File: config.mk
export PLATFORM = sky130hd
export DESIGN_NAME = sram_arbiter
export DESIGN_NICKNAME = d
export VERILOG_FILES = /design/src/rtl/sram_arbiter.sv
export SDC_FILE = /design/constraint.sdc
export NUM_CORES = 1
export LEC_CHECK = 0
export BUFFER_PORTS_ARGS = -buffer_cell sky130_fd_sc_hd__buf_2
export CAP_MARGIN = 20
export CORE_MARGIN = 3
export CORE_UTILIZATION = 45
export CTS_BUF_LIST = sky130_fd_sc_hd__clkbuf_16
export CTS_CLUSTER_SIZE = 25
export DETAILED_ROUTE_END_ITERATION = 12
export PLACE_DENSITY = 0.81
export SKIP_LAST_GASP = 1
export SYNTH_ARGS = -nofsm -noshare
export SYNTH_HDL_FRONTEND = slang
export SYNTH_SLANG_ARGS = --single-unit
File: constraint.sdc
create_clock -name clk -period 3 [get_ports clk]
set_input_delay 0.45 -clock clk [delete_from_list [all_inputs] [get_ports clk]]
set_output_delay 0.45 -clock clk [all_outputs]
set_load 0.05 [all_outputs]
File: src/rtl/sram_arbiter.sv
// sram_arbiter: sequencer and arbiter for the shared 32-bit asynchronous SRAM
// (two 16-bit chips, word addressed).
//
// Three requesters share the SRAM:
//   vid  - video refresh, read only, highest priority
//   cpu  - RISC5 CPU, read/write, round-robin with aux
//   aux  - auxiliary DMA port, read/write, round-robin with cpu
//
// Ports:
//   clk, rst            clock; synchronous active-low reset
//   vid_req/adr/ack     video read request (level) and one-cycle ack
//   vid_rdata           video read data, valid with vid_ack, held until next video read
//   cpu_req/we/adr/ben/wdata, cpu_ack, cpu_stall   CPU request port
//   aux_req/we/adr/ben/wdata, aux_ack              DMA request port
//   rdata               cpu/aux read data, valid with the ack, held until next cpu/aux read
//   sram_cs_n/oe_n/we_n/ben_n/adr/dout/dout_en     registered SRAM pad controls
//   sram_din            data returned from the pad buffers
//
// Timing, request seen in IDLE at cycle 0: strobes active cycles 1..WAIT,
// read ack at WAIT+1, write ack at WAIT+2 (one recovery cycle holds the
// data bus after we_n rises). The ack cycle is IDLE, so another port can
// be granted in it; the acked port is masked there to avoid a double grant.
module sram_arbiter #(
  parameter int WAIT  = 2,
  parameter int ADR_W = 18
) (
  input  logic             clk,
  input  logic             rst,
  input  logic             vid_req,
  input  logic [ADR_W-1:0] vid_adr,
  output logic             vid_ack,
  input  logic             cpu_req,
  input  logic             cpu_we,
  input  logic [ADR_W-1:0] cpu_adr,
  input  logic [3:0]       cpu_ben,
  input  logic [31:0]      cpu_wdata,
  output logic             cpu_ack,
  output logic             cpu_stall,
  input  logic             aux_req,
  input  logic             aux_we,
  input  logic [ADR_W-1:0] aux_adr,
  input  logic [3:0]       aux_ben,
  input  logic [31:0]      aux_wdata,
  output logic             aux_ack,
  output logic [31:0]      rdata,
  output logic [31:0]      vid_rdata,
  output logic             sram_cs_n,
  output logic             sram_oe_n,
  output logic             sram_we_n,
  output logic [3:0]       sram_ben_n,
  output logic [ADR_W-1:0] sram_adr,
  output logic [31:0]      sram_dout,
  output logic             sram_dout_en,
  input  logic [31:0]      sram_din
);

  typedef enum logic [1:0] {S_IDLE, S_ACCESS, S_RECOVER} state_t;
  typedef enum logic [1:0] {P_VID, P_CPU, P_AUX} port_t;

  state_t           r_state, w_state;
  port_t            r_port, w_port;
  logic [3:0]       r_cnt, w_cnt;
  logic             r_we, w_we;
  logic             r_rr, w_rr;
  logic             r_cs_n, w_cs_n;
  logic             r_oe_n, w_oe_n;
  logic             r_we_n, w_we_n;
  logic [3:0]       r_ben_n, w_ben_n;
  logic [ADR_W-1:0] r_adr, w_adr;
  logic [31:0]      r_dout, w_dout;
  logic             r_dout_en, w_dout_en;
  logic [31:0]      r_rdata, w_rdata;
  logic [31:0]      r_vid_rdata, w_vid_rdata;
  logic             r_vid_ack, w_vid_ack;
  logic             r_cpu_ack, w_cpu_ack;
  logic             r_aux_ack, w_aux_ack;

  // grant selection
  logic             w_vid_ok, w_cpu_ok, w_aux_ok;
  logic             w_grant;
  port_t            w_gnt_port;
  logic             w_gnt_we;
  logic [ADR_W-1:0] w_gnt_adr;
  logic [3:0]       w_gnt_ben;
  logic [31:0]      w_gnt_wdata;

  // A port acked this cycle still holds its req; mask it so the same
  // request is not granted a second time.
  always_comb begin
    w_vid_ok    = vid_req & ~r_vid_ack;
    w_cpu_ok    = cpu_req & ~r_cpu_ack;
    w_aux_ok    = aux_req & ~r_aux_ack;
    w_grant     = 1'b1;
    w_gnt_port  = P_VID;
    w_gnt_we    = 1'b0;
    w_gnt_adr   = vid_adr;
    w_gnt_ben   = 4'hF;
    w_gnt_wdata = '0;
    if (!w_vid_ok) begin
      if (w_cpu_ok && (!w_aux_ok || !r_rr)) begin
        w_gnt_port  = P_CPU;
        w_gnt_we    = cpu_we;
        w_gnt_adr   = cpu_adr;
        w_gnt_ben   = cpu_ben;
        w_gnt_wdata = cpu_wdata;
      end else if (w_aux_ok) begin
        w_gnt_port  = P_AUX;
        w_gnt_we    = aux_we;
        w_gnt_adr   = aux_adr;
        w_gnt_ben   = aux_ben;
        w_gnt_wdata = aux_wdata;
      end else begin
        w_grant = 1'b0;
      end
    end
  end

  // next-state / next-output
  always_comb begin
    w_state     = r_state;
    w_port      = r_port;
    w_cnt       = r_cnt;
    w_we        = r_we;
    w_rr        = r_rr;
    w_cs_n      = r_cs_n;
    w_oe_n      = r_oe_n;
    w_we_n      = r_we_n;
    w_ben_n     = r_ben_n;
    w_adr       = r_adr;
    w_dout      = r_dout;
    w_dout_en   = r_dout_en;
    w_rdata     = r_rdata;
    w_vid_rdata = r_vid_rdata;
    w_vid_ack   = 1'b0;
    w_cpu_ack   = 1'b0;
    w_aux_ack   = 1'b0;
    case (r_state)
      S_IDLE: begin
        if (w_grant) begin
          w_state = S_ACCESS;
          w_port  = w_gnt_port;
          w_we    = w_gnt_we;
          w_adr   = w_gnt_adr;
          w_cs_n  = 1'b0;
          w_cnt   = 4'(WAIT - 1);
          // point rr away from the cpu/aux port just granted
          if (w_gnt_port == P_CPU)      w_rr = 1'b1;
          else if (w_gnt_port == P_AUX) w_rr = 1'b0;
          if (w_gnt_we) begin
            w_we_n    = 1'b0;
            w_ben_n   = ~w_gnt_ben;
            w_dout_en = 1'b1;
            w_dout    = w_gnt_wdata;
          end else begin
            w_oe_n  = 1'b0;
            w_ben_n = 4'h0;
          end
        end
      end
      S_ACCESS: begin
        if (r_cnt == 4'd0) begin
          if (r_we) begin
            w_we_n  = 1'b1;
            w_state = S_RECOVER;
          end else begin
            if (r_port == P_VID) begin
              w_vid_rdata = sram_din;
              w_vid_ack   = 1'b1;
            end else begin
              w_rdata   = sram_din;
              w_cpu_ack = (r_port == P_CPU);
              w_aux_ack = (r_port == P_AUX);
            end
            w_oe_n  = 1'b1;
            w_cs_n  = 1'b1;
            w_ben_n = 4'hF;
            w_state = S_IDLE;
          end
        end else begin
          w_cnt = r_cnt - 4'd1;
        end
      end
      S_RECOVER: begin
        // data was held one cycle past we_n rising; release the bus now
        w_dout_en = 1'b0;
        w_cs_n    = 1'b1;
        w_ben_n   = 4'hF;
        w_cpu_ack = (r_port == P_CPU);
        w_aux_ack = (r_port == P_AUX);
        w_state   = S_IDLE;
      end
      default: w_state = S_IDLE;
    endcase
  end

  always_ff @(posedge clk) begin
    if (!rst) begin
      r_state     <= S_IDLE;
      r_port      <= P_VID;
      r_cnt       <= '0;
      r_we        <= 1'b0;
      r_rr        <= 1'b0;
      r_cs_n      <= 1'b1;
      r_oe_n      <= 1'b1;
      r_we_n      <= 1'b1;
      r_ben_n     <= 4'hF;
      r_adr       <= '0;
      r_dout      <= '0;
      r_dout_en   <= 1'b0;
      r_rdata     <= '0;
      r_vid_rdata <= '0;
      r_vid_ack   <= 1'b0;
      r_cpu_ack   <= 1'b0;
      r_aux_ack   <= 1'b0;
    end else begin
      r_state     <= w_state;
      r_port      <= w_port;
      r_cnt       <= w_cnt;
      r_we        <= w_we;
      r_rr        <= w_rr;
      r_cs_n      <= w_cs_n;
      r_oe_n      <= w_oe_n;
      r_we_n      <= w_we_n;
      r_ben_n     <= w_ben_n;
      r_adr       <= w_adr;
      r_dout      <= w_dout;
      r_dout_en   <= w_dout_en;
      r_rdata     <= w_rdata;
      r_vid_rdata <= w_vid_rdata;
      r_vid_ack   <= w_vid_ack;
      r_cpu_ack   <= w_cpu_ack;
      r_aux_ack   <= w_aux_ack;
    end
  end

  assign vid_ack      = r_vid_ack;
  assign cpu_ack      = r_cpu_ack;
  assign aux_ack      = r_aux_ack;
  assign cpu_stall    = cpu_req & ~r_cpu_ack;
  assign rdata        = r_rdata;
  assign vid_rdata    = r_vid_rdata;
  assign sram_cs_n    = r_cs_n;
  assign sram_oe_n    = r_oe_n;
  assign sram_we_n    = r_we_n;
  assign sram_ben_n   = r_ben_n;
  assign sram_adr     = r_adr;
  assign sram_dout    = r_dout;
  assign sram_dout_en = r_dout_en;

endmodule

## Yosys cells after proc, flatten, opt, wreduce, memory -nomap -nowiden

Index checks and enable logic that the tools add are counted.

| storage, ports and cells | value |
|---|---|
| register bits | 135 |
| latch bits | 0 |
| bits in writable memories | 0 |
| ROM bits | 0 |
| input port bits | 165 |
| output and inout port bits | 126 |
| word-level logic and storage cells | 122 |
| memories | 0 |

| operators by class | value |
|---|---|
| add/subtract/negate cells | 1 |
| multiply operators | 0 |
| divide/modulo/power cells | 0 |
| $lt $le $gt $ge | 0 |
| equal/unequal tests | 13 |
| shift-type cells | 0 |
| muxes and demuxes | 56 |
| bitwise operators | 12 |
| reductions and logical operators | 23 |

Operator list:

| cell | number |
|---|---|
| 2-to-1 mux 32 bit | 3 |
| 2-to-1 mux 18 bit | 3 |
| 2-to-1 mux 4 bit | 9 |
| 2-to-1 mux 1 bit | 26 |
| != test 2 bit, second input constant | 7 |
| 2-to-1 mux 2 bit | 6 |
| case mux 4 bit (3 select lines) | 1 |
| AND reduction 3 bit | 4 |
| AND reduction 4 bit | 3 |
| case mux 1 bit (2 select lines) | 5 |
| AND reduction 5 bit | 2 |
| NOT 1 bit | 8 |
| case mux 4 bit (2 select lines) | 1 |
| == test 2 x 1 -> 1 bit, second input constant | 3 |
| == test 2 bit, second input constant | 3 |
| nonzero test 2 bit | 3 |
| zero test 2 bit | 2 |
| zero test 4 bit | 1 |
| NOT 4 bit | 1 |
| case mux 2 bit (2 select lines) | 1 |
| AND reduction 2 bit | 2 |
| OR reduction 4 bit | 1 |
| subtractor 4 x 1 -> 4 bit, second input constant | 1 |
| bitwise AND 1 bit | 3 |
| other kinds (5) | 6 |

## Depth between registers and ports, before layout

Gate-level depths: netlist of run 1.

| depth | value |
|---|---|
| word-level depth | 11 |
| gate-level depth with buffers | 9 |
| gate-level depth less buffers | 6 |

## Worst setup path before layout of run 1

No wires, ideal clock.

| timing | value |
|---|---|
| kind | reg2reg |
| start point | reg r_aux_ack (netlist: aux_ack) |
| end point | reg r_rr |
| data arrival time | 2.312 ns |
| required time | 2.930 ns |
| path slack | 0.617 ns |
| cell stages (with the launch flop) | 9 |
| path buffers | 2 |
| clock period less this slack | 2.383 ns |
| path through | dfxtp_1 -> nand2b_1 -> buf_2 -> nor2_1 -> clkbuf_1 -> nand2_1 -> ha_1 -> or3b_2 -> a21oi_1 |

| between the ends | value |
|---|---|
| longest elaborated chain between the ends | 10 |

RTL lines:

| item | line | text |
|---|---|---|
| from (decl) | 76 | `logic r_aux_ack, w_aux_ack;` |
| from (signal assigned) | 232 | `r_aux_ack <= w_aux_ack;` |
| NOT 1 bit (*) | 92 | `w_aux_ok = aux_req & ~r_aux_ack;` |
| bitwise AND 1 bit (*) | 92 |  |
| zero test 1 bit | 100 | `if (w_cpu_ok && (!w_aux_ok \|\| !r_rr)) begin` |
| logical OR 1 bit | 100 |  |
| logical AND 1 bit | 100 |  |
| 2-to-1 mux 2 bit | 100 |  |
| 2-to-1 mux 2 bit | 99 | `if (!w_vid_ok) begin` |
| == test 2 x 1 -> 1 bit / == test 2 bit (equally long branches) | 147, 148 |  |
| nonzero test 2 bit (no line) | -- |  |
| AND reduction 3 bit (no line) | -- |  |
| to (signal assigned) | 220 | `r_rr <= w_rr;` |
| to (decl) | 64 | `logic r_rr, w_rr;` |

Every way passes the cells marked *; elsewhere a longest branch is shown, timed or not.
A chain may end at the register's enable or synchronous reset.

## Worst setup path in the final report of run 1

| timing | value |
|---|---|
| start point | reg r_state[0] |
| end point | reg r_adr[2] (netlist: sram_adr[2]) |

| between the ends | value |
|---|---|
| longest elaborated chain between the ends | 2 |

RTL lines:

| item | line | text |
|---|---|---|
| from (decl) | 60 | `state_t r_state, w_state;` |
| from (signal assigned) | 216 | `r_state <= w_state;` |
| zero test 2 bit | 137 | `case (r_state)` |
| AND reduction 2 bit (no line) | -- |  |
| to (signal assigned) | 225 | `r_adr <= w_adr;` |
| to (decl) | 69 | `logic [ADR_W-1:0] r_adr, w_adr;` |

No other way between the ends.

==> impl_metrics.csv, run 1 <==
group,metric,value,unit
detailed_routing,top_layer_used,"met4",
detailed_routing,ant_nets,0,
detailed_routing,wl_met3,1320,um
power_and_ir_drop,peakVddDrop,0.530,mV
placement,dpl_cell_area,7180,sq um
clock_tree,htree_levels,4,
power_and_ir_drop,p_total,7690,uW
clock_tree,clock-sinks,135,
clock_tree,post-cts-setup-buffers,0,
clock_tree,cts_max_path_buffers,2,
timing,fin_crit_sh,0.767,
power_and_ir_drop,share_seq_of_total_power,0.307,
finish,postLayoutCellArea,7770,sq um
min_path,hp-class,"input pin to register",
clock_tree,cts_tree,"built",
synthesis,seq_area_frac_synth,0.478,
timing,finalHoldViolations,0,
synthesis,synth_top_area_share,0.478,
finish,syn_to_final_growth,37.5,%
synthesis,yosysWarnings,0,
timing,fin_crit,2300,ps
power_and_ir_drop,switching_share,0.435,
synthesis,ys_dominant_reg_cell,"dfxtp_1",
detailed_routing,met1_length,7310,um
detailed_routing,wire_per_inst,16.2,um
power_and_ir_drop,p_comb_frac,0.425,
floorplan,core_area,12200,sq um
finish,stdcell_count,1107,
clock_tree,cts_buffers,17,
detailed_routing,wl_met2,8860,um
detailed_routing,dr.first_iter.drc_count,533,
synthesis,ys_types,49,
placement,dp.cells,1076,
critical_path,worst_ep_required_time,3330,ps
detailed_routing,drc,0,
finish,layout-drive-gt1-share,0.378,
clock_tree,ctsHoldBuffers,0,
floorplan,ios,291,
finish,antenna_cells,0,
run_status,outcome,"complete, no violations",
detailed_routing,dr.pass1.iters,6,
critical_path,arrival,2630,ps
clock_tree,clk_pin_slew_worst_paths,60,ps
power_and_ir_drop,p_int,4350,uW
synthesis,synthArstFlopShare,0,
timing,worst_pin_slew,1030,ps
synthesis,synth_nets,829,
power_and_ir_drop,p_sw,3340,uW
placement,place.gp.congestion,0.882,
floorplan,num_rows,40,
placement,numPortBuffers,290,
detailed_routing,vias,5983,
floorplan,fp.dieW,118,um
global_route,track_usage,0.248,
power_and_ir_drop,leakagePower,0.00346,uW
synthesis,synth_seq_cells,135,
timing,timing.fmax,435,MHz
timing,rsz0062_at_grt,"no",
timing,slew_headroom,0.308,
synthesis,synth.area.top_cells,"dfxtp_1, a21oi_1, nand2_1",
critical_path,end_kind,"register",
clock_tree,cts_root_buf,"clkbuf_16",
synthesis,syn-instance-count,657,
finish,nNetsFinal,1099,
clock_tree,clk_latency,420,ps
floorplan,die-height,118,um
synthesis,syn-mean-instance-area,8.60,sq um
detailed_routing,wirelength,17900,um
critical_path,worstPathMaxFanout,19,
finish,num-fill-cells,1087,
critical_path,crit_type,"register to register",
global_route,grt_antenna_before_repair,0,
power_and_ir_drop,p_per_area,989,nW/um^2
detailed_routing,viasPerCell,5.40,
timing,slew_violations,0,
synthesis,synth_edf_count,0,
critical_path,start_kind,"register",
synthesis,syn-cell-area,5650,sq um
timing,finalSetupTns,0,ps
synthesis,yosysTopAreaCell,"dfxtp_1",
placement,place_ws,635,ps
floorplan,die_area,13900,sq um
job,maxCapViolations,0,
power_and_ir_drop,p_clk_frac,0.267,
floorplan,start_util,0.465,
placement,dp_hpwl,13000,um
timing,skew,9.71,ps
timing,setup_viol,0,
timing,worst_slack,699,ps
global_route,grt_remaining_overflow,0,
global_route,grt_pass1_vias,5454,
global_route,grt_start_max_net_pins,50,
global_route,grt_pass1_wl,28000,um
clock_tree,post_cts_resized,0,
## power by group through the flow
| stage | Combinational (uW) | Sequential, uW | Clock [uW] |
|---|---|---|---|
| final | 3270 | 2360 | 2060 |
| after global routing | 3510 | 2410 | 2180 |
| after CTS | 3270 | 2360 | 2090 |
| after detailed placement | 3260 | 2390 | 0 |
| after global placement | 3220 | 2380 | 0 |
| after floorplan | 1380 | 3470 | 0 |
## cell usage after synthesis (all sizes together) (4+ instances only)
library cell	count
o21ai	6
o211ai	4
a22oi	33
dfxtp	135
inv	16
nor3b	4
ha	7
o31ai	7
nand2b	4
clkbuf	28
nor3	8
nand2	150
buf	28
a211oi	34
nor4	5
a21oi	123
or3	4
nor2	10
a222oi	18
a32oi	5
## sequential cells by signal, summed over array words and instances, names as in the netlist, 2 cells and up
signal / cells
vid_rdata: 32
r_cnt: 4
sram_adr: 18
rdata: 32
sram_ben_n: 4
r_state: 2
sram_dout: 32
r_port: 2
## metrics by stage
stage	util	hold WS, ps
2_1_floorplan	-	458
3_3_place_gp	0.590	438
3_5_place_dp	0.591	443
4_1_cts	0.639	250
5_1_grt	0.639	253
6_report	0.639	269
## placed cells by master, fill, tap and decap left out, drive strengths merged, types with 8 or more instances in the layout
cell type  count
clkbuf        17
nor3           8
a21oi        123
a211oi        34
a222oi        18
inv           18
nand2        150
dfxtp        135
buf          307
a22oi         33
nor2          10
## cell type report
type	instances	area, sq um	area share
Sequential cell	135	2700	0.348
Tap cell	168	210	0.0270
Clock buffer	17	425	0.0547
Timing Repair Buffer	307	1590	0.205
Multi-Input combinational cell	450	2620	0.337
Clock inverter	14	161	0.0208
Inverter	16	61.3	0.00789
## cell families after synthesis
logic type	Yosys count	synth area share
compound gates	239	0.274
fa+ha+maj	7	0.0155
buf+inv	72	0.0615
flops	135	0.478
simple gates	204	0.171
## routing by layer
layer  global-route usage  up-vias
met4               0.0982        0
li1                     -     2911
met2                0.414      292
met3               0.0654       30
met5                    0        -
met1                0.304     2750
## worst paths after layout
kind                from            to  slack, ps  cells after the start
max           r_state[0]   sram_adr[2]        700                      6
min reg2reg     rdata[1]      rdata[1]        450                      2
min          cpu_adr[14]  sram_adr[14]        270                      3
max reg2reg   r_state[0]   sram_adr[2]        700                      6
## worst max-delay path: stages (launching register included)
cell      delay (ps)
dfxtp_1          340
inv_1             90
ha_1             230
inv_2            140
nor4_4           920
a222oi_1         280
a21oi_1          210
No activity file was read; power rests on OpenSTA's default activity.
==> run 2, diff against run 1 <==
ABC_AREA = 1   (was default)
CORE_UTILIZATION = 43   (was 45)
PLACE_DENSITY = 0.79   (was 0.81)
clock period = 2.05 ns   (was 3 ns; I/O delays follow)
==> run 2 against run 1 <==
  * Synthesized cell count increased by 48%
  * Flip-flop and latch count unchanged
  * Combinational power increased by 88%
  * Design area increased by 9.0%
  * Utilization decreased by 3.8 points
  * Setup slack got worse by 470 ps
  * Clock power increased by 54%
  * Maximum frequency increased by 27%
  * Non-clock buffer count increased by 5
  * Critical path depth increased by 4
  * Routed wire length increased by 7.4%
  * Die area increased by 16%
  * Critical path type unchanged
  * Largest power group unchanged
==> impl_metrics.csv, run 2 <==
group,metric,value,unit
placement,dpl_cell_area,7860,sq um
power_and_ir_drop,p_per_area,1540,nW/um^2
finish,mostFrequentLayoutCells,"buf_2, nand2_1, nor2_1",
min_path,hp-class,"input pin to register",
detailed_routing,wire_per_inst,13.4,um
critical_path,r2r_cells,10,
clock_tree,clk_pin_slew_worst_paths,60,ps
critical_path,end_kind,"register",
job,maxCapViolations,0,
finish,stdcell_count,1437,
timing,rsz0062_at_grt,"no",
finish,syn_to_final_growth,34.4,%
timing,worst_pin_slew,601,ps
critical_path,crit_end,"rdata[29]",
timing,worst_slack,233,ps
timing,slew_headroom,0.599,
timing,setup_viol,0,
synthesis,yosysMostFrequentCell,"nand2_1",
detailed_routing,dr.first_iter.drc_count,326,
synthesis,syn-instance-count,971,
placement,place.gp.congestion,0.829,
floorplan,start_util,0.447,
clock_tree,htree_levels,4,
global_route,grt_pass1_vias,6172,
floorplan,die_area,16200,sq um
placement,dp.cells,1405,
global_route,grt_start_max_net_pins,69,
placement,dp_hpwl,14100,um
finish,nNetsFinal,1416,
critical_path,worst_ep_required_time,2360,ps
critical_path,crit_type,"register to register",
critical_path,reg2reg_slack,230,ps
clock_tree,cts_root_buf,"clkbuf_16",
clock_tree,cts_buffers,17,
timing,fin_crit_sh,0.886,
synthesis,syn-cell-area,6300,sq um
timing,timing.fmax,550,MHz
timing,slew_violations,0,
timing,finalHoldViolations,0,
synthesis,syn-mean-instance-area,6.49,sq um
synthesis,synth_edf_count,0,
synthesis,ys_dominant_reg_cell,"dfxtp_1",
detailed_routing,dr.pass1.iters,5,
timing,skew,15.6,ps
floorplan,die-height,127,um
critical_path,start_kind,"register",
critical_path,cp-startpoint,"r_state[1]",
clock_tree,post-cts-setup-buffers,0,
detailed_routing,drc,0,
clock_tree,ctsHoldBuffers,0,
synthesis,synthArstFlopShare,0,
floorplan,num_rows,43,
clock_tree,post_cts_resized,0,
critical_path,arrival,2130,ps
synthesis,synth_nets,1143,
detailed_routing,wirelength,19200,um
critical_path,reg2reg_to,"rdata[29]",
timing,finalSetupTns,0,ps
finish,layout_commonest_cell,"buf_2",
finish,postLayoutCellArea,8470,sq um
placement,numPortBuffers,290,
timing,fin_crit,1820,ps
clock_tree,cts_max_path_buffers,2,
synthesis,synth_top_area_share,0.429,
detailed_routing,viasPerCell,4.78,
clock_tree,cts_tree,"built",
global_route,track_usage,0.229,
synthesis,seq_area_frac_synth,0.429,
critical_path,worstPathMaxFanout,14,
placement,place_ws,248,ps
global_route,grt_pass1_wl,30300,um
floorplan,core_area,14100,sq um
floorplan,ios,291,
power_and_ir_drop,peakVddDrop,0.900,mV
synthesis,synth_seq_cells,135,
power_and_ir_drop,leakagePower,0.00490,uW
detailed_routing,ant_nets,0,
floorplan,fp.dieW,127,um
synthesis,synth.area.top_cells,"dfxtp_1, nand2_1, nor2_1",
finish,layout-drive-gt1-share,0.286,
critical_path,reg2reg_from,"r_state[1]",
clock_tree,clock-sinks,135,
detailed_routing,vias,6867,
run_status,outcome,"complete, no violations",
finish,antenna_cells,0,
global_route,grt_antenna_before_repair,0,
synthesis,synth.top_cells.by_count,"nand2_1, nor2_1, dfxtp_1",
synthesis,yosysWarnings,0,
synthesis,ys_types,25,
clock_tree,clk_latency,420,ps
synthesis,yosysTopAreaCell,"dfxtp_1",
global_route,grt_remaining_overflow,0,
==> run 2: cell types whose count changed in the layout (fill, tap and decap cells not counted), sizes merged, moves of 7 or more <==
cell and delta:
a211oi -33, a21oi -113, a222oi -18, a22oi -33, inv +78, nand2 +123, nand3 +77, nand4 +19
nor2 +204, o21ai +74, o31ai -7
==> run 2: worst min-delay path by stage <==
stage	startpoint	end	cells after the start
final	sram_din[17]	vid_rdata[17]	3
after global routing	sram_din[13]	vid_rdata[13]	3
after CTS	sram_din[17]	vid_rdata[17]	3
after detailed placement	sram_ben_n[1]	sram_ben_n[1]	2
after global placement	sram_ben_n[1]	sram_ben_n[1]	2
after floorplan	sram_din[0]	rdata[0]	2
==> run 2: power by group <==
group | internal (uW) | switching, uW | leakage, uW | total (uW)
logic | 1480 | 4670 | 0.00351 | 6160
registers | 3380 | 372 | 0.00110 | 3750
clock network | 1950 | 1230 | 0.000296 | 3170
==> run 2: per-stage QoR <==
step / power, uW / util / hold slack, ps
detailed placement: 9930 / 0.557 / 455
CTS: 13200 / 0.601 / 115
global route: 13900 / 0.601 / 120
global placement: 9860 / 0.557 / 447
floorplan: 8520 / - / 442
finish: 13100 / 0.601 / 122
==> run 2: area by class of cell <==
class | count | area [sq um]
sequential | 135 | 2700
fill | 1385 | 5620
timing repair buffer | 312 | 1630
inverter | 88 | 330
clock inverter | 15 | 190
clock buffer | 17 | 425
tap | 180 | 225
multi-input combinational | 690 | 2970
==> run 2: kinds of logic after synthesis <==
logic type / count (synthesis) / synth area share
and+or+nand+nor: 592 / 0.383
buffers and inverters: 146 / 0.101
DFF: 135 / 0.429
AOI/OAI and AO/OA: 91 / 0.0732
adders and majority gates: 7 / 0.0139
==> run 2: metal layers <==
metal,global-route usage,part of all wire,wire [um]
met1,0.278,0.42,8060
met2,0.379,0.46,8880
met3,0.0773,0.10,1920
met4,0.0839,0.018,354
met5,0,0,0
==> run 2: critical path: stages, from the launching register on <==
cell,delay (ps)
dfxtp_1,320
inv_1,100
ha_1,320
inv_2,60
nor2_1,100
nand2_1,120
nor2_2,130
inv_1,160
buf_4,230
nor2_1,110
nor2_1,60
